$ cat src/rtl/fifo_ctrl_if.sv
// fifo_ctrl_if: request, threshold, memory-control and status bundle of the FIFO controller
interface fifo_ctrl_if #(
    parameter int MAIN_SIZE = 4
);
    logic                 push;
    logic                 pop;
    logic [MAIN_SIZE-1:0] th_low;
    logic [MAIN_SIZE-1:0] th_high;
    logic                 write;
    logic                 read;
    logic [MAIN_SIZE-1:0] wr_ptr;
    logic [MAIN_SIZE-1:0] rd_ptr;
    logic [MAIN_SIZE:0]   count;
    logic                 full;
    logic                 empty;
    logic                 almost_full;
    logic                 almost_empty;
    logic                 error;
    modport master (
        output push, pop, th_low, th_high,
        input  write, read, wr_ptr, rd_ptr, count, full, empty, almost_full, almost_empty, error
    );
    modport slave (
        input  push, pop, th_low, th_high,
        output write, read, wr_ptr, rd_ptr, count, full, empty, almost_full, almost_empty, error
    );
endinterface

$ cat src/rtl/fifo_ctrl_4x8.sv
// fifo_ctrl_4x8: pointer/occupancy controller for a 2**MAIN_SIZE-entry FIFO driving an external memory
module fifo_ctrl_4x8 #(
    parameter int MAIN_SIZE = 4,
    parameter int DATA_SIZE = 8
) (
    input logic        clk,
    input logic        reset,
    fifo_ctrl_if.slave bus
);
    localparam logic [MAIN_SIZE:0] DEPTH = (MAIN_SIZE+1)'(2**MAIN_SIZE);
    if (MAIN_SIZE < 1 || DATA_SIZE < 1) begin : g_bad_params
        $error("fifo_ctrl_4x8: MAIN_SIZE and DATA_SIZE must be positive");
    end
    logic [MAIN_SIZE-1:0] wr_ptr_q, wr_ptr_d, rd_ptr_q, rd_ptr_d, th_low_q, th_high_q;
    logic [MAIN_SIZE:0]   count_q, count_d;
    logic                 error_q, error_d;
    logic                 full, empty, wr_acc, rd_acc;
    always_comb begin
        full     = count_q == DEPTH;
        empty    = count_q == '0;
        wr_acc   = !reset && bus.push && (!full || bus.pop);
        rd_acc   = !reset && bus.pop && !empty;
        wr_ptr_d = wr_acc ? wr_ptr_q + 1'b1 : wr_ptr_q;
        rd_ptr_d = rd_acc ? rd_ptr_q + 1'b1 : rd_ptr_q;
        count_d  = (wr_acc && !rd_acc) ? count_q + 1'b1 :
                   (rd_acc && !wr_acc) ? count_q - 1'b1 : count_q;
        error_d  = error_q || (bus.push && !wr_acc) || (bus.pop && !rd_acc);
    end
    always_ff @(posedge clk) begin
        if (reset) begin
            wr_ptr_q  <= '0;
            rd_ptr_q  <= '0;
            count_q   <= '0;
            error_q   <= 1'b0;
            th_low_q  <= bus.th_low;
            th_high_q <= bus.th_high;
        end else begin
            wr_ptr_q  <= wr_ptr_d;
            rd_ptr_q  <= rd_ptr_d;
            count_q   <= count_d;
            error_q   <= error_d;
        end
    end
    assign bus.write        = wr_acc;
    assign bus.read         = rd_acc;
    assign bus.wr_ptr       = wr_ptr_q;
    assign bus.rd_ptr       = rd_ptr_q;
    assign bus.count        = count_q;
    assign bus.full         = full;
    assign bus.empty        = empty;
    // a zero high threshold means "any occupancy short of full"
    assign bus.almost_full  = !full && (th_high_q == '0 ? !empty : count_q >= {1'b0, th_high_q});
    assign bus.almost_empty = !empty && count_q <= {1'b0, th_low_q};
    assign bus.error        = error_q;
endmodule
$ cat src/flat_wrapper.sv
// flat-port wrapper written by rule: the top's interface ports become plain ports
module fifo_ctrl_4x8_flat 
#(
    parameter int MAIN_SIZE = 4,
    parameter int DATA_SIZE = 8
)
  (clk, reset, bus_push, bus_pop, bus_th_low, bus_th_high, bus_write, bus_read, bus_wr_ptr, bus_rd_ptr, bus_count, bus_full, bus_empty, bus_almost_full, bus_almost_empty, bus_error);
  fifo_ctrl_if #(.MAIN_SIZE(MAIN_SIZE)) bus_i ();
  input logic clk;
  input logic reset;
  input wire logic [$bits(bus_i.push)-1:0] bus_push;
  input wire logic [$bits(bus_i.pop)-1:0] bus_pop;
  input wire logic [$bits(bus_i.th_low)-1:0] bus_th_low;
  input wire logic [$bits(bus_i.th_high)-1:0] bus_th_high;
  output wire logic [$bits(bus_i.write)-1:0] bus_write;
  output wire logic [$bits(bus_i.read)-1:0] bus_read;
  output wire logic [$bits(bus_i.wr_ptr)-1:0] bus_wr_ptr;
  output wire logic [$bits(bus_i.rd_ptr)-1:0] bus_rd_ptr;
  output wire logic [$bits(bus_i.count)-1:0] bus_count;
  output wire logic [$bits(bus_i.full)-1:0] bus_full;
  output wire logic [$bits(bus_i.empty)-1:0] bus_empty;
  output wire logic [$bits(bus_i.almost_full)-1:0] bus_almost_full;
  output wire logic [$bits(bus_i.almost_empty)-1:0] bus_almost_empty;
  output wire logic [$bits(bus_i.error)-1:0] bus_error;
  assign bus_i.push = bus_push;
  assign bus_i.pop = bus_pop;
  assign bus_i.th_low = bus_th_low;
  assign bus_i.th_high = bus_th_high;
  assign bus_write = bus_i.write;
  assign bus_read = bus_i.read;
  assign bus_wr_ptr = bus_i.wr_ptr;
  assign bus_rd_ptr = bus_i.rd_ptr;
  assign bus_count = bus_i.count;
  assign bus_full = bus_i.full;
  assign bus_empty = bus_i.empty;
  assign bus_almost_full = bus_i.almost_full;
  assign bus_almost_empty = bus_i.almost_empty;
  assign bus_error = bus_i.error;
  fifo_ctrl_4x8 #(.MAIN_SIZE(MAIN_SIZE), .DATA_SIZE(DATA_SIZE)) u_core (.clk(clk), .reset(reset), .bus(bus_i));
endmodule
$ cat config.mk
export PLATFORM = sky130hd
export DESIGN_NAME = fifo_ctrl_4x8_flat
export DESIGN_NICKNAME = d
export VERILOG_FILES = /design/src/rtl/fifo_ctrl_if.sv /design/src/rtl/fifo_ctrl_4x8.sv /design/src/flat_wrapper.sv
export SDC_FILE = /design/constraint.sdc
export NUM_CORES = 1
export LEC_CHECK = 0
export ABC_AREA = 1
export ABC_CLOCK_PERIOD_IN_PS = 2200
export BUFFER_PORTS_ARGS = -buffer_cell sky130_fd_sc_hd__buf_4
export CAP_MARGIN = 10
export CORE_MARGIN = 1
export CORE_UTILIZATION = 45
export DETAILED_ROUTE_END_ITERATION = 6
export PLACE_DENSITY = 0.77
export SLEW_MARGIN = 15
export SYNTH_ARGS = -nofsm -noshare
export SYNTH_HDL_FRONTEND = slang
export SYNTH_SLANG_ARGS = --single-unit
$ cat constraint.sdc
create_clock -name clk -period 2.2 [get_ports clk]
set_clock_uncertainty 0.1 [all_clocks]
set_input_delay 0.44 -clock clk [delete_from_list [all_inputs] [get_ports clk]]
set_output_delay 0.44 -clock clk [all_outputs]
set_load 0.005 [all_outputs]
# Yosys cells after proc, flatten, opt, wreduce, memory -nomap -nowiden
# Index checks and enable logic that the tools add are counted.
[totals]
in_bits = 12
out_inout_bits = 20
wordCells = 37
regBits = 22
[op_classes]
n_eq_ne = 1
mux = 3
order_cmp = 2
reduce_logical = 21
add_sub_neg = 4
[op_table]
columns = ["op", "n"]
rows = [
  ["1-bit logical AND", 10],
  ["5-bit 2-to-1 mux", 2],
  ["4-bit by 1-bit adder with 4-bit output, second input constant", 2],
  ["5-bit by 1-bit adder with 5-bit output, second input constant", 1],
  ["5-bit equality test, second input constant", 1],
  ["5-bit by 4-bit greater-or-equal comparator with 1-bit output", 1],
  ["5-bit by 4-bit less-or-equal comparator with 1-bit output", 1],
  ["1-bit logical NOT", 5],
  ["5-bit logical NOT", 1],
  ["5-bit by 1-bit subtractor with 5-bit output, second input constant", 1],
  ["4-bit logical NOT", 1],
  ["1-bit logical OR", 3],
  ["2-bit nonzero test", 1],
  ["1-bit 2-to-1 mux", 1],
]

# Depth between registers and ports, before layout
# Gate-level depths: netlist (run 1).
[depth]
ltp_word = 8
ltp_mapped = 15
depth_no_buf = 15

# Worst setup path before layout (run 1)
# OpenSTA, ideal clock, no wires.
[synth_path]
path_kind = "flip-flop to flip-flop"
start = "reg u_core.count_q[1] (netlist: u_core.bus.count[1])"
end = "reg u_core.count_q[4] (netlist: u_core.bus.count[4])"
path_slack_ns = 0.000
period_less_slack_ns = 2.200
path_stages_with_launch = 14
t_required_ns = 2.030
arrival_time_ns = 2.030
setup_ns = 0.070
n_path_buf = 0
cell_sequence = "dfxtp_1 > nor2_2 > nand4_1 > nand2_2 > inv_2 > ha_1 > inv_1 > ha_1 > or2_2 > nand2_1 > nand2_1 > nand2_1 > nand2_1 > a21oi_1"
[synth_via]
elab_chain_cells = 7
elab_cells_between_ends = 16
classes_between = "add/sub: 2; eq/ne: 1; mux: 2; reduce/logical: 11"
[synth_lines]
columns = ["element", "line", "rtl"]
rows = [
  ["from (decl)", "fifo_ctrl_4x8.sv:15", "logic [MAIN_SIZE:0] count_q, count_d;"],
  ["from (signal assigned)", "fifo_ctrl_4x8.sv:40", "count_q <= count_d;"],
  ["5-bit equality test *", "fifo_ctrl_4x8.sv:19", "full = count_q == DEPTH;"],
  ["1-bit logical NOT *", "fifo_ctrl_4x8.sv:21", "wr_acc = !reset && bus.push && (!full || bus.pop);"],
  ["1-bit logical OR *", "fifo_ctrl_4x8.sv:21", ""],
  ["1-bit logical AND *", "fifo_ctrl_4x8.sv:21", ""],
  ["via bus_write", "flat_wrapper.sv:15", "output wire logic [$bits(bus_i.write)-1:0] bus_write;"],
  ["1-bit logical NOT", "fifo_ctrl_4x8.sv:26", "(rd_acc && !wr_acc) ? count_q - 1'b1 : count_q;"],
  ["1-bit logical AND", "fifo_ctrl_4x8.sv:26", ""],
  ["2-bit nonzero test (no source line)", "n/a", ""],
]
# Mark *: on every way through the listed nets, which the timed path passes. The rest lies on a longest branch. The select of a mux whose other input is x is not followed.
# A chain may end at the register's enable or synchronous reset.

# Worst setup path after layout (run 1)
[layout_path]
start = "reg u_core.count_q[2] (netlist: u_core.bus.count[2])"
end = "reg u_core.count_q[3] (netlist: u_core.bus.count[3])"
[layout_via]
elab_chain_cells = 7
elab_cells_between_ends = 16
classes_between = "add/sub: 2; eq/ne: 1; mux: 2; reduce/logical: 11"
[layout_lines]
columns = ["element"]
rows = [
  ["parallel branches: the longest is 7 deep, another holds 5-bit by 1-bit subtractor with 5-bit output"],
]
# Several ways; the timed one is not identified. The select of a mux whose other input is x is not followed.

==> summary.txt, run 1 <==
Worst setup path
  – Setup crit end kind: flip-flop
  – CP required: 2.31 ns
  – Crit-path cells: nor2_4, nand4_1, nand2_2, inv_2, ha_4, inv_2, ha_1, a21oi_1, nand2_1, nand2_1, nand2_1, o21ai_0, inv_1
  – Crit Path Category: flip-flop to flip-flop
  – Largest stage delay on the critical path: 0.36 ns
  – CP dominant cell by count: nand2_1
  – Arr. time, crit path: 2.33 ns
  – Slowest CP cell: dfxtp_2
  – Crit path launch type: flip-flop
  – Peak fanout along the critical path: 5

GRT
  – Largest net degree at the start of global routing: 16
  – Busiest layer in global routing: met2
  – GR Layer Usage met3: 3.256%
  – Global-route wire length before repair: 4919 um
  – GR Util met1: 25.68%
  – Total congestion overflow: 0
  – GR Layer Usage met2: 34.77%
  – Vias in the first global route: 1170
  – Initial antenna violation count: 0
  – GRT Total Usage: 19.80%

Die
  – Die height: 55.83 um
  – CORE AREA: 2758 sq um
  – Die X: 55.83 um
  – Row cnt: 19
  – Die ar.: 3116 sq um
  – IO Pins: 32
  – Initial Util: 47.28%

Layout
  – Layout cells sized above 1: 37.90%
  – Post-route cell area: 1887 sq um
  – Fillcell total: 216
  – Antenna Cells: 0
  – Final core utilization: 68.42%
  – P&R area growth vs syn: 44.72%
  – Area of the multi-input gates: 794.5 sq um
  – Layout Nets: 247
  – FF+latch area: 525.5 sq um

Pwr
  – Power Density: 768.6 nW/um^2
  – Power consumption: 1450 uW
  – Static Leak: 0.0009373 uW
  – Peak supply drop: 0.0005269 V

CTS
  – Hold_buf cts: 0
  – Clk_lat worst skew: 0.30 ns
  – Clk slew on worst S/H paths: 0.12 ns
  – Clock Sinks: 22
  – Clk buf depth: 2
  – CTS tree: done
  – Root Buffer: clkbuf_4
  – Num CTS Buffers: 3
  – H-tree depth: 1

Yosys
  – Yosys cell types: 23
  – Main combinational cell family by area after synthesis: simple AND/OR/NAND/NOR gates
  – Synth warnings: 0
  – Synthesized flop and latch total: 22
  – Syn Nets: 193
  – Sequential share of the synthesized area: 39.92%
  – Multiplexer share of the synthesized area: 0%
  – Adder-cell area share of the yosys netlist: 14.97%
  – Synth Area in Compound Gates: 7.678%
  – Area leader, netlist: dfxtp_1
  – Yosys top cell area share: 21.50%
  – Post-Synth XOR/XNOR Area: 2.687%
  – Post-Synth Simple-Gate Area: 26.20%
  – Mapped Area: 1304 sq um
  – Synth top area cells: dfxtp_1 21%, edfxtp_1 18%, ha_1 13%
  – Synth Area per Inst: 7.854 sq um
  – Cells after Synth: 166

Place
  – Buffers added on ports: 31
  – Placer congestion estimate: 0.8914
  – Area post-placement: 1698 sq um
  – DP HPWL: 2326 um

Detailed routing
  – First drt pass iteration count: 4
  – WL final: 3235 um
  – Vias: 1289
  – Antenna-violating nets left: 0
  – Via density: 5.156
  – Drt drc: 0
  – DR WL/cell: 12.94 um
  – DRT iter0 DRCs: 30

STA
  – Max Clk Rate: 0.4501 GHz
  – Final hold slack: 0.2038 ns
  – RSZ-0062 raised after global routing: yes
  – Crit share post-route: 101.0%
  – Final hold vios: 0
  – Final worst slack: -0.02164 ns
  – Worst slew pin tran: 0.1996 ns
  – Slew Limit Fails: 0
  – Relative slew slack: 86.55%
  – Final setup fails: 1
  – Fin crit period: 2.222 ns

Run status
  – Violated checks: setup timing
  – Status: finished, violations left

Flow run
  – Max-cap viol count: 0

Hold path
  – Min-delay worst type: input port to flip-flop
synth_stat cells:
master,number
o21ai_0,6
nor2_2,3
nand3_2,1
inv_2,2
inv_1,25
nand3b_1,1
nand4_1,5
nand3_1,9
edfxtp_1,8
nor2_1,16
xnor2_1,1
ha_1,14
nand2_2,1
nand2_4,1
o21ai_1,1
fa_1,1
a21oi_1,13
or2_2,2
clkinv_2,1
nand2_1,37
dfxtp_1,14
buf_2,1
xor2_1,3
report_power, final:
group | switching, uW | internal, uW
clock network | 119 | 66.0
registers | 40.2 | 470
logic | 385 | 370
final cells by class:
cell class,count,area share [%]
Multi-Input combinational cell,115,42.11
Tap cell,31,2.056
Inverter,28,5.902
Timing Repair Buffer,50,20.69
Sequential cell,22,27.85
Clock inverter,1,0.1989
Clock buffer,3,1.194
metrics by stage:
| stage | cells | worst slack (ns) | TNS [ns] |
|---|---|---|---|
| finish | 250 | -0.02164 | -0.02164 |
| global route | 250 | -0.09243 | -0.1717 |
| CTS | 248 | 0.008670 | 0 |
| detailed placement | 244 | -0.1358 | -0.2780 |
| global placement | 244 | -0.01795 | -0.01795 |
| floorplan | 166 | 0.01565 | 0 |
registers in the layout, indices dropped and copies added (netlist names):
name and count:
u_core.bus.error 1, u_core.bus.count 5, u_core.bus.rd_ptr 4, u_core.th_low_q 4
u_core.bus.wr_ptr 4, u_core.th_high_q 4
what timing repair did:
action | 4_1_cts | 5_1_grt
gates cloned | 0 | 0
endpoints found under the setup margin | 2 | 5
setup buffers | 0 | 2
gates resized for setup | 7 | 24
pin swaps | 2 | 7
routing by layer:
layer  vias up  share of wire, %
met1       598                46
met3         6               3.7
met4         0               1.7
met2        42                48
met5         -                 0
li1        643                 -
kinds of logic (layout without fill, tap and decap cells):
logic type	count (synthesis)	in the layout
buffers and inverters	29	82
adders and majority gates	15	15
and+or+nand+nor	76	76
AOI/OAI and AO/OA	20	20
DFF	22	22
xor gates and xnor gates	4	4
critical path: cells and delay by family (launching register included):
family          cells  cell delay, ns
flops               1            0.36
simple gates        6            0.64
fa+ha+maj           2            0.45
buf+inv             3            0.20
compound gates      2            0.39
cell usage in the layout, fill, tap and decap left out, types with 2 or more instances in the layout:
cell       n
buf_4     46
nand2_1   37
inv_1     20
nor2_1    15
a21oi_1   11
dfxtp_1   10
nand3_1    9
edfxtp_1   8
ha_1       7
ha_4       7
inv_2      6
o21ai_0    6
nand4_1    5
buf_6      4
dfxtp_2    4
nor2_4     3
xor2_1     3
clkbuf_4   3
a21oi_2    2
worst paths after layout:
check	cells after the start	slack [ns]	endpoint	start
max	13	-0.02	u_core.bus.count[3]	u_core.bus.count[2]
min	1	0.20	u_core.th_low_q[2]	bus_th_low[2]
min reg2reg	2	0.41	u_core.bus.wr_ptr[3]	u_core.bus.wr_ptr[3]
max reg2reg	13	-0.02	u_core.bus.count[3]	u_core.bus.count[2]
(Power assumes the default switching activity.)
==> run 2: changes to the inputs <==
--- a/config.mk
+++ b/config.mk
@@ -11,7 +11,9 @@
 export CAP_MARGIN = 10
 export CORE_MARGIN = 1
 export CORE_UTILIZATION = 45
+export CTS_BUF_LIST = sky130_fd_sc_hd__clkbuf_16
 export DETAILED_ROUTE_END_ITERATION = 6
+export MAX_ROUTING_LAYER = met4
 export PLACE_DENSITY = 0.77
 export SLEW_MARGIN = 15
 export SYNTH_ARGS = -nofsm -noshare
==> run 2 against run 1 <==
  * Register-to-register slack improved by 0.13 ns
  * Highest routed layer unchanged
  * Worst hold slack better by 0.056 ns
  * The flow now finishes without violations
  * Clock power rose by 110%
  * Cell count decreased by 0.40%
  * Critical path depth is 7 lower
  * Final area is 0.73% lower
  * Sequential power is 1% lower
  * Worst setup slack improved by 0.072 ns
  * Total power rose by 9.9%
  * Maximum frequency grew 3.4%
  * Combinational power fell by 6.5%
  * Routed wire length down 0.99%
==> summary.txt, run 2 (same netlist as run 1, synthesis figures left out) <==
GRT
  – Total congestion overflow: 0 (unchanged)
  – Vias in the first global route: 1201 (was 1170)
  – Global-route wire length before repair: 5209 um (was 4919 um)
  – Largest net degree at the start of global routing: 16 (unchanged)
  – Initial antenna violation count: 0 (unchanged)
  – GRT Total Usage: 21.79% (was 19.80%)

Worst setup path
  – Crit-path cells: buf_4, ha_1, a21oi_1, o21ai_0, a21oi_1, buf_4 (was nor2_4, nand4_1, nand2_2, inv_2, ha_4, inv_2, ha_1, a21oi_1, nand2_1, nand2_1, nand2_1, o21ai_0, inv_1)
  – Setup crit end kind: primary output (was flip-flop)
  – Largest stage delay on the critical path: 0.33 ns (was 0.36 ns)
  – Peak fanout along the critical path: 6 (was 5)
  – R2R Setup Slk: 0.11 ns (was -0.02 ns)
  – Slowest CP cell: dfxtp_1 (was dfxtp_2)
  – Critical path buffers and inverters: 2 (was 3)
  – R2r endpoint: u_core.bus.count[4] (was u_core.bus.count[3])
  – Reg2Reg Depth: 13 (unchanged)
  – Crit path launch type: flip-flop (unchanged)
  – Arr. time, crit path: 1.61 ns (was 2.33 ns)
  – CP delay by family, top: compound AO/OA/AOI/OAI gates (was simple AND/OR/NAND/NOR gates)
  – CP required: 1.66 ns (was 2.31 ns)
  – Crit Path Category: flip-flop to primary output (was flip-flop to flip-flop)
  – Reg-to-reg startpoint: u_core.bus.count[1] (was u_core.bus.count[2])

Run status
  – Status: finished, final reports clean (was finished, violations left)

Detailed routing
  – Drt drc: 0 (unchanged)
  – WL final: 3203 um (was 3235 um)
  – Antenna-violating nets left: 0 (unchanged)
  – Vias: 1306 (was 1289)
  – DRT iter0 DRCs: 33 (was 30)
  – First drt pass iteration count: 4 (unchanged)
  – DR WL/cell: 12.86 um (was 12.94 um)
  – Via density: 5.245 (was 5.156)

STA
  – Final setup fails: 0 (was 1)
  – Relative slew slack: 83.78% (was 86.55%)
  – Max Clk Rate: 0.4652 GHz (was 0.4501 GHz)
  – Final worst slack: 0.05040 ns (was -0.02164 ns)
  – Fin crit period: 2.150 ns (was 2.222 ns)
  – RSZ-0062 raised after global routing: yes (unchanged)
  – Slew Limit Fails: 0 (unchanged)
  – Final hold slack: 0.2598 ns (was 0.2038 ns)
  – Crit share post-route: 97.71% (was 101.0%)
  – Final hold vios: 0 (unchanged)
  – Worst slew pin tran: 0.2408 ns (was 0.1996 ns)

Place
  – Placer congestion estimate: 0.9063 (was 0.8914)
  – Pre-CTS setup slack: -0.1358 ns (unchanged)
  – Buffers added on ports: 31 (unchanged)
  – DP HPWL: 2326 um (unchanged)
  – Area post-placement: 1698 sq um (unchanged)

Pwr
  – Static Leak: 0.0009551 uW (was 0.0009373 uW)
  – Power Density: 851.3 nW/um^2 (was 768.6 nW/um^2)
  – Peak supply drop: 0.0006875 V (was 0.0005269 V)

Die
  – Initial Util: 47.28% (unchanged)
  – CORE AREA: 2758 sq um (unchanged)
  – Row cnt: 19 (unchanged)
  – Die X: 55.83 um (unchanged)
  – Die height: 55.83 um (unchanged)
  – Die ar.: 3116 sq um (unchanged)
  – IO Pins: 32 (unchanged)

CTS
  – Root Buffer: clkbuf_16 (was clkbuf_4)
  – Clk buf depth: 2 (unchanged)
  – Clk_lat worst skew: 0.25 ns (was 0.30 ns)
  – H-tree depth: 1 (unchanged)
  – Clk slew on worst S/H paths: 0.06 ns (was 0.12 ns)
  – Hold_buf cts: 0 (unchanged)
  – Num CTS Buffers: 3 (unchanged)
  – Clock Sinks: 22 (unchanged)
  – CTS tree: done (unchanged)

Flow run
  – Max-cap viol count: 0 (unchanged)

Hold path
  – Hold Path End: u_core.th_low_q[3] (was u_core.th_low_q[2])
  – Min-delay worst type: input port to flip-flop (unchanged)
  – Worst Hold Launch: bus_th_low[3] (was bus_th_low[2])
  – WHS Path Cells: 1 (unchanged)

Layout
  – Layout Nets: 246 (was 247)
  – Max reg flops: 5 (unchanged)
  – Antenna Cells: 0 (unchanged)
  – Area of the multi-input gates: 749.5 sq um (was 794.5 sq um)
  – FF+latch area: 521.8 sq um (was 525.5 sq um)
  – Layout cells sized above 1: 33.49% (was 37.90%)
  – Fillcell total: 216 (unchanged)
  – Commonest non-fill, non-tap cell in the layout: buf_4 (unchanged)
  – P&R area growth vs syn: 43.67% (was 44.72%)
  – Most frequent cells in the layout: 47 x buf_4, 37 x nand2_1, 23 x inv_1 (was 46 x buf_4, 37 x nand2_1, 20 x inv_1)
  – Post-route cell area: 1873 sq um (was 1887 sq um)
[run 2: cell count changes in the layout (fill, tap and decap cells not counted), sizes merged]
cell  before  now
buf       50   49
[run 2: worst reg2reg max path: stages, from the launching register on]
cell and delay [ns]:
dfxtp_1 0.33, nor2_4 0.15, nand4_1 0.14, nand2_2 0.12, inv_2 0.06, ha_4 0.17, inv_4 0.07, ha_1 0.23
or2_2 0.31, nand2_1 0.07, nand2_1 0.04, nand2_1 0.05, nand2_1 0.05, a21oi_2 0.12
[run 2: worst max-delay path by stage]
stage                   startpoint                  end  slack (ns)  cells past startpoint
2_1_floorplan              bus_pop  u_core.bus.count[4]        0.02                     13
3_3_place_gp               bus_pop  u_core.bus.count[4]       -0.02                     14
3_5_place_dp               bus_pop  u_core.bus.count[4]       -0.14                     14
4_1_cts        u_core.bus.count[0]  u_core.bus.count[4]        0.02                     13
5_1_grt        u_core.bus.count[3]      bus_almost_full       -0.03                      9
6_report       u_core.bus.count[1]     bus_almost_empty        0.05                      6
[run 2: per-stage QoR]
| stage | cells | power (uW) | util (%) | setup TNS (ns) |
|---|---|---|---|---|
| after global routing | 249 | 1697 | 67.92 | -0.05931 |
| final | 249 | 1594 | 67.92 | 0 |
| after CTS | 248 | 1530 | 64.79 | 0 |
| after global placement | 244 | 1090 | 61.57 | -0.01795 |
| after floorplan | 166 | 845.6 | - | 0 |
| after detailed placement | 244 | 1121 | 61.57 | -0.2780 |
[run 2: power breakdown]
group	total, uW	switching [uW]	internal (uW)
clock network	385	142	242
registers	504	36.5	467
logic	706	367	339
total	1590	546	1050
[run 2: area by class of cell]
type | count | share of cell area, %
well taps | 31 | 2.071
clock buffers | 3 | 4.008
clock inverters | 1 | 0.2004
multi-input cells | 115 | 40.01
flip-flops and latches | 22 | 27.86
repair buffers | 49 | 20.04
inverters | 28 | 5.812
[run 2: metal layers]
layer,up-vias,wire [um],track usage [%]
li1,643,-,-
met1,612,1386,26.58
met2,42,1566,36.83
met3,9,158,4.651
met4,0,91,5.923
met5,-,0,-
[run 2: timing repair]
item | 4_1_cts | 5_1_grt
endpoints found under the setup margin | 2 | 3
gates resized for setup | 3 | 14
pin swaps | 1 | 5
setup buffers | 0 | 1
==> run 3: changes to the inputs <==
--- a/config.mk
+++ b/config.mk
@@ -5,8 +5,7 @@
 export SDC_FILE = /design/constraint.sdc
 export NUM_CORES = 1
 export LEC_CHECK = 0
-export ABC_AREA = 1
-export ABC_CLOCK_PERIOD_IN_PS = 2200
+export ABC_AREA = 0
 export BUFFER_PORTS_ARGS = -buffer_cell sky130_fd_sc_hd__buf_4
 export CAP_MARGIN = 10
 export CORE_MARGIN = 1
@@ -15,6 +14,7 @@
 export DETAILED_ROUTE_END_ITERATION = 6
 export MAX_ROUTING_LAYER = met4
 export PLACE_DENSITY = 0.77
+export SKIP_LAST_GASP = 1
 export SLEW_MARGIN = 15
 export SYNTH_ARGS = -nofsm -noshare
 export SYNTH_HDL_FRONTEND = slang
==> run 3 against run 2 <==
  * The flow now finishes with violations (setup timing)
  * Sequential cell count unchanged
  * First-iteration DRC count down 18%
  * Count of clock-buffer cells in the layout stayed put
  * Core utilization grew 7.7 points
  * Worst hold slack lost 0.00058 ns
  * Clock power barely moved
  * Sequential power is 14% higher
  * Global-route usage up 4.8 points
  * Combinational power rose by 120%
  * Sequential share of layout area shrank 0.44 points
  * Cell count shrank 15%
  * Synthesized cell count shrank 25%
  * Critical path type is now flip-flop to flip-flop
  * Critical endpoint is now u_core.bus.count[4]
==> summary.txt, run 3 <==
Run status
  – Status: finished, violations left (was finished, final reports clean)
  – Violated checks: setup timing

Yosys
  – Primary FF master, synth: dfxtp_1 (unchanged)
  – Async SR Flop Fraction: 0% (unchanged)
  – Synth warnings: 0 (unchanged)
  – Mapped Area: 1241 sq um (was 1304 sq um)
  – Yosys cell types: 33 (was 23)
  – Most frequent cells after synthesis: 19 x nor2_1, 14 x dfxtp_1, 14 x ha_1 (was 37 x nand2_1, 25 x inv_1, 16 x nor2_1)
  – Area leader, netlist: dfxtp_1 (unchanged)
  – EDFF count, synth: 8 (unchanged)
  – Synth Area per Inst: 10.01 sq um (was 7.854 sq um)
  – Yosys top cell area share: 22.58% (was 21.50%)
  – Cells after Synth: 124 (was 166)
  – Synthesized flop and latch total: 22 (unchanged)
  – Synth top area cells: dfxtp_1 23%, edfxtp_1 19%, ha_1 14% (was dfxtp_1 21%, edfxtp_1 18%, ha_1 13%)
  – Syn Nets: 151 (was 193)
  – Count leader, synth: nor2_1 (was nand2_1)
  – Sequential share of the synthesized area: 41.94% (was 39.92%)

Pwr
  – Net Sw Frac: 37.13% (was 34.22%)
  – Power consumption: 2496 uW (was 1594 uW)
  – Static Leak: 0.0008833 uW (was 0.0009551 uW)
  – Pint: 1569 uW (was 1049 uW)
  – Power Density: 1296 nW/um^2 (was 851.3 nW/um^2)
  – Peak supply drop: 0.0008281 V (was 0.0006875 V)
  – Combinational Power Share: 61.6% (was 44.3%)
  – Clock power frac: 15.4% (was 24.1%)
  – Sw Pwr: 926.7 uW (was 545.7 uW)
  – Seq pwr share: 23.1% (was 31.6%)

STA
  – Final hold slack: 0.2592 ns (was 0.2598 ns)
  – Fin crit period: 2.687 ns (was 2.150 ns)
  – Max Clk Rate: 0.3721 GHz (was 0.4652 GHz)
  – Final worst slack: -0.4872 ns (was 0.05040 ns)
  – Relative slew slack: 76.31% (was 83.78%)
  – Slew Limit Fails: 0 (unchanged)
  – Final hold vios: 0 (unchanged)
  – Setup_tns: -1.607 ns (was 0 ns)
  – RSZ-0062 raised after global routing: yes (unchanged)
  – Worst slew pin tran: 0.3521 ns (was 0.2408 ns)
  – Final setup fails: 7 (was 0)
  – Crit share post-route: 122.1% (was 97.71%)

Worst setup path
  – Peak fanout along the critical path: 5 (was 6)
  – CP required: 2.24 ns (was 1.66 ns)
  – Arr. time, crit path: 2.73 ns (was 1.61 ns)
  – Setup crit end kind: flip-flop (was primary output)
  – Crit Path Category: flip-flop to flip-flop (was flip-flop to primary output)
  – Crit path launch type: flip-flop (unchanged)

Detailed routing
  – First drt pass iteration count: 4 (unchanged)
  – Drt drc: 0 (unchanged)
  – DR WL/cell: 16.24 um (was 12.86 um)
  – Antenna-violating nets left: 0 (unchanged)
  – Vias: 1119 (was 1306)
  – DRT iter0 DRCs: 27 (was 33)
  – WL final: 3442 um (was 3203 um)
  – Via density: 5.278 (was 5.245)

Layout
  – Max reg flops: 5 (unchanged)
  – Antenna Cells: 0 (unchanged)
  – Layout cells sized above 1: 50.00% (was 33.49%)
  – Most frequent cells in the layout: 57 x buf_4, 19 x nor2_1, 10 x dfxtp_1 (was 47 x buf_4, 37 x nand2_1, 23 x inv_1)
  – P&R area growth vs syn: 55.14% (was 43.67%)
  – Layout Nets: 210 (was 246)
  – Final cell count without fillers: 212 (was 249)
  – Commonest non-fill, non-tap cell in the layout: buf_4 (unchanged)

CTS
  – Clock Sinks: 22 (unchanged)
  – Root Buffer: clkbuf_16 (unchanged)
  – Clk slew on worst S/H paths: 0.06 ns (about the same)
  – H-tree depth: 1 (unchanged)
  – Clk buf depth: 2 (unchanged)
  – CTS tree: done (unchanged)
  – Num CTS Buffers: 3 (unchanged)
  – Clk_lat worst skew: 0.25 ns (about the same)
  – Hold_buf cts: 0 (unchanged)

Die
  – IO Pins: 32 (unchanged)
  – Initial Util: 48.77% (was 47.28%)
  – Row cnt: 18 (was 19)
  – Die height: 54.52 um (was 55.83 um)
  – Die ar.: 2972 sq um (was 3116 sq um)
  – Die X: 54.52 um (was 55.83 um)
  – CORE AREA: 2545 sq um (was 2758 sq um)

Place
  – Buffers added on ports: 31 (unchanged)
  – Placed cell count: 199 (was 244)
  – Placer congestion estimate: 0.8542 (was 0.9063)
  – DP HPWL: 2169 um (was 2326 um)

GRT
  – Initial antenna violation count: 0 (unchanged)
  – Largest net degree at the start of global routing: 25 (was 16)
  – GRT Total Usage: 26.57% (was 21.79%)
  – Total congestion overflow: 0 (unchanged)
  – Global-route wire length before repair: 5181 um (was 5209 um)
  – Vias in the first global route: 1112 (was 1201)

Hold path
  – Min-delay worst type: input port to flip-flop (unchanged)

Flow run
  – Max-cap viol count: 0 (unchanged)
==> run 3: stage by stage <==
step | utilization, % | setup WS [ns] | area (sq um)
3_3_place_gp | 65.39 | -0.3788 | 1664
5_1_grt | 75.66 | -0.6320 | 1926
6_report | 75.66 | -0.4872 | 1926
3_5_place_dp | 65.39 | -0.4505 | 1664
4_1_cts | 74.93 | -0.4398 | 1907
2_1_floorplan | - | -0.5157 | 1279
==> run 3: worst paths after layout <==
check	from	slack (ns)	end	cells past startpoint
setup / recovery	u_core.bus.count[2]	-0.49	u_core.bus.count[4]	10
hold / removal	bus_th_low[3]	0.26	u_core.th_low_q[3]	1
setup reg to reg	u_core.bus.count[2]	-0.49	u_core.bus.count[4]	10
hold reg to reg	u_core.bus.error	0.41	u_core.bus.error	2
==> run 3: power groups by stage <==
stage | combinational [uW] | sequential [uW] | clock (uW)
2_1_floorplan | 623 | 620 | 0
3_3_place_gp | 1150 | 573 | 0
3_5_place_dp | 1210 | 578 | 0
4_1_cts | 1420 | 576 | 384
5_1_grt | 1650 | 587 | 400
6_report | 1540 | 576 | 383
==> run 3: layout make-up <==
cell class | count | area, sq um
multi-input combinational | 86 | 787.0
fill | 175 | 619.3
sequential | 22 | 528.0
timing repair buffer | 59 | 450.4
clock buffer | 3 | 75.07
inverter | 11 | 43.79
tap | 30 | 37.54
clock inverter | 1 | 3.754
==> run 3: logic make-up after synthesis <==
family	Yosys count	share of synthesized area, %
simple gates	36	13.71
compound gates	22	13.41
flops	22	41.94
buf+inv	16	5.443
fa+ha+maj	15	15.73
xor+xnor	8	5.645
mux	5	4.133
==> run 3: layer usage <==
metal	part of all wire (%)	track usage (%)
met2	52	46.34
met4	2.2	10.26
met1	41	29.60
met3	5.5	5.278
met5	0	-
==> run 3: critical path, stage by stage (launching register included) <==
cell,delay [ns]
dfxtp_2,0.31
or4_4,0.57
o21ai_4,0.14
or2_1,0.15
ha_2,0.22
inv_4,0.06
ha_1,0.34
nand3_2,0.12
a211oi_2,0.23
a31oi_1,0.07
mux2_2,0.27
==> run 3: timing repair <==
action	CTS	global route
buffers inserted	10	4
pin swaps	7	5
gates resized for setup	16	7
endpoints found under the setup margin	6	8
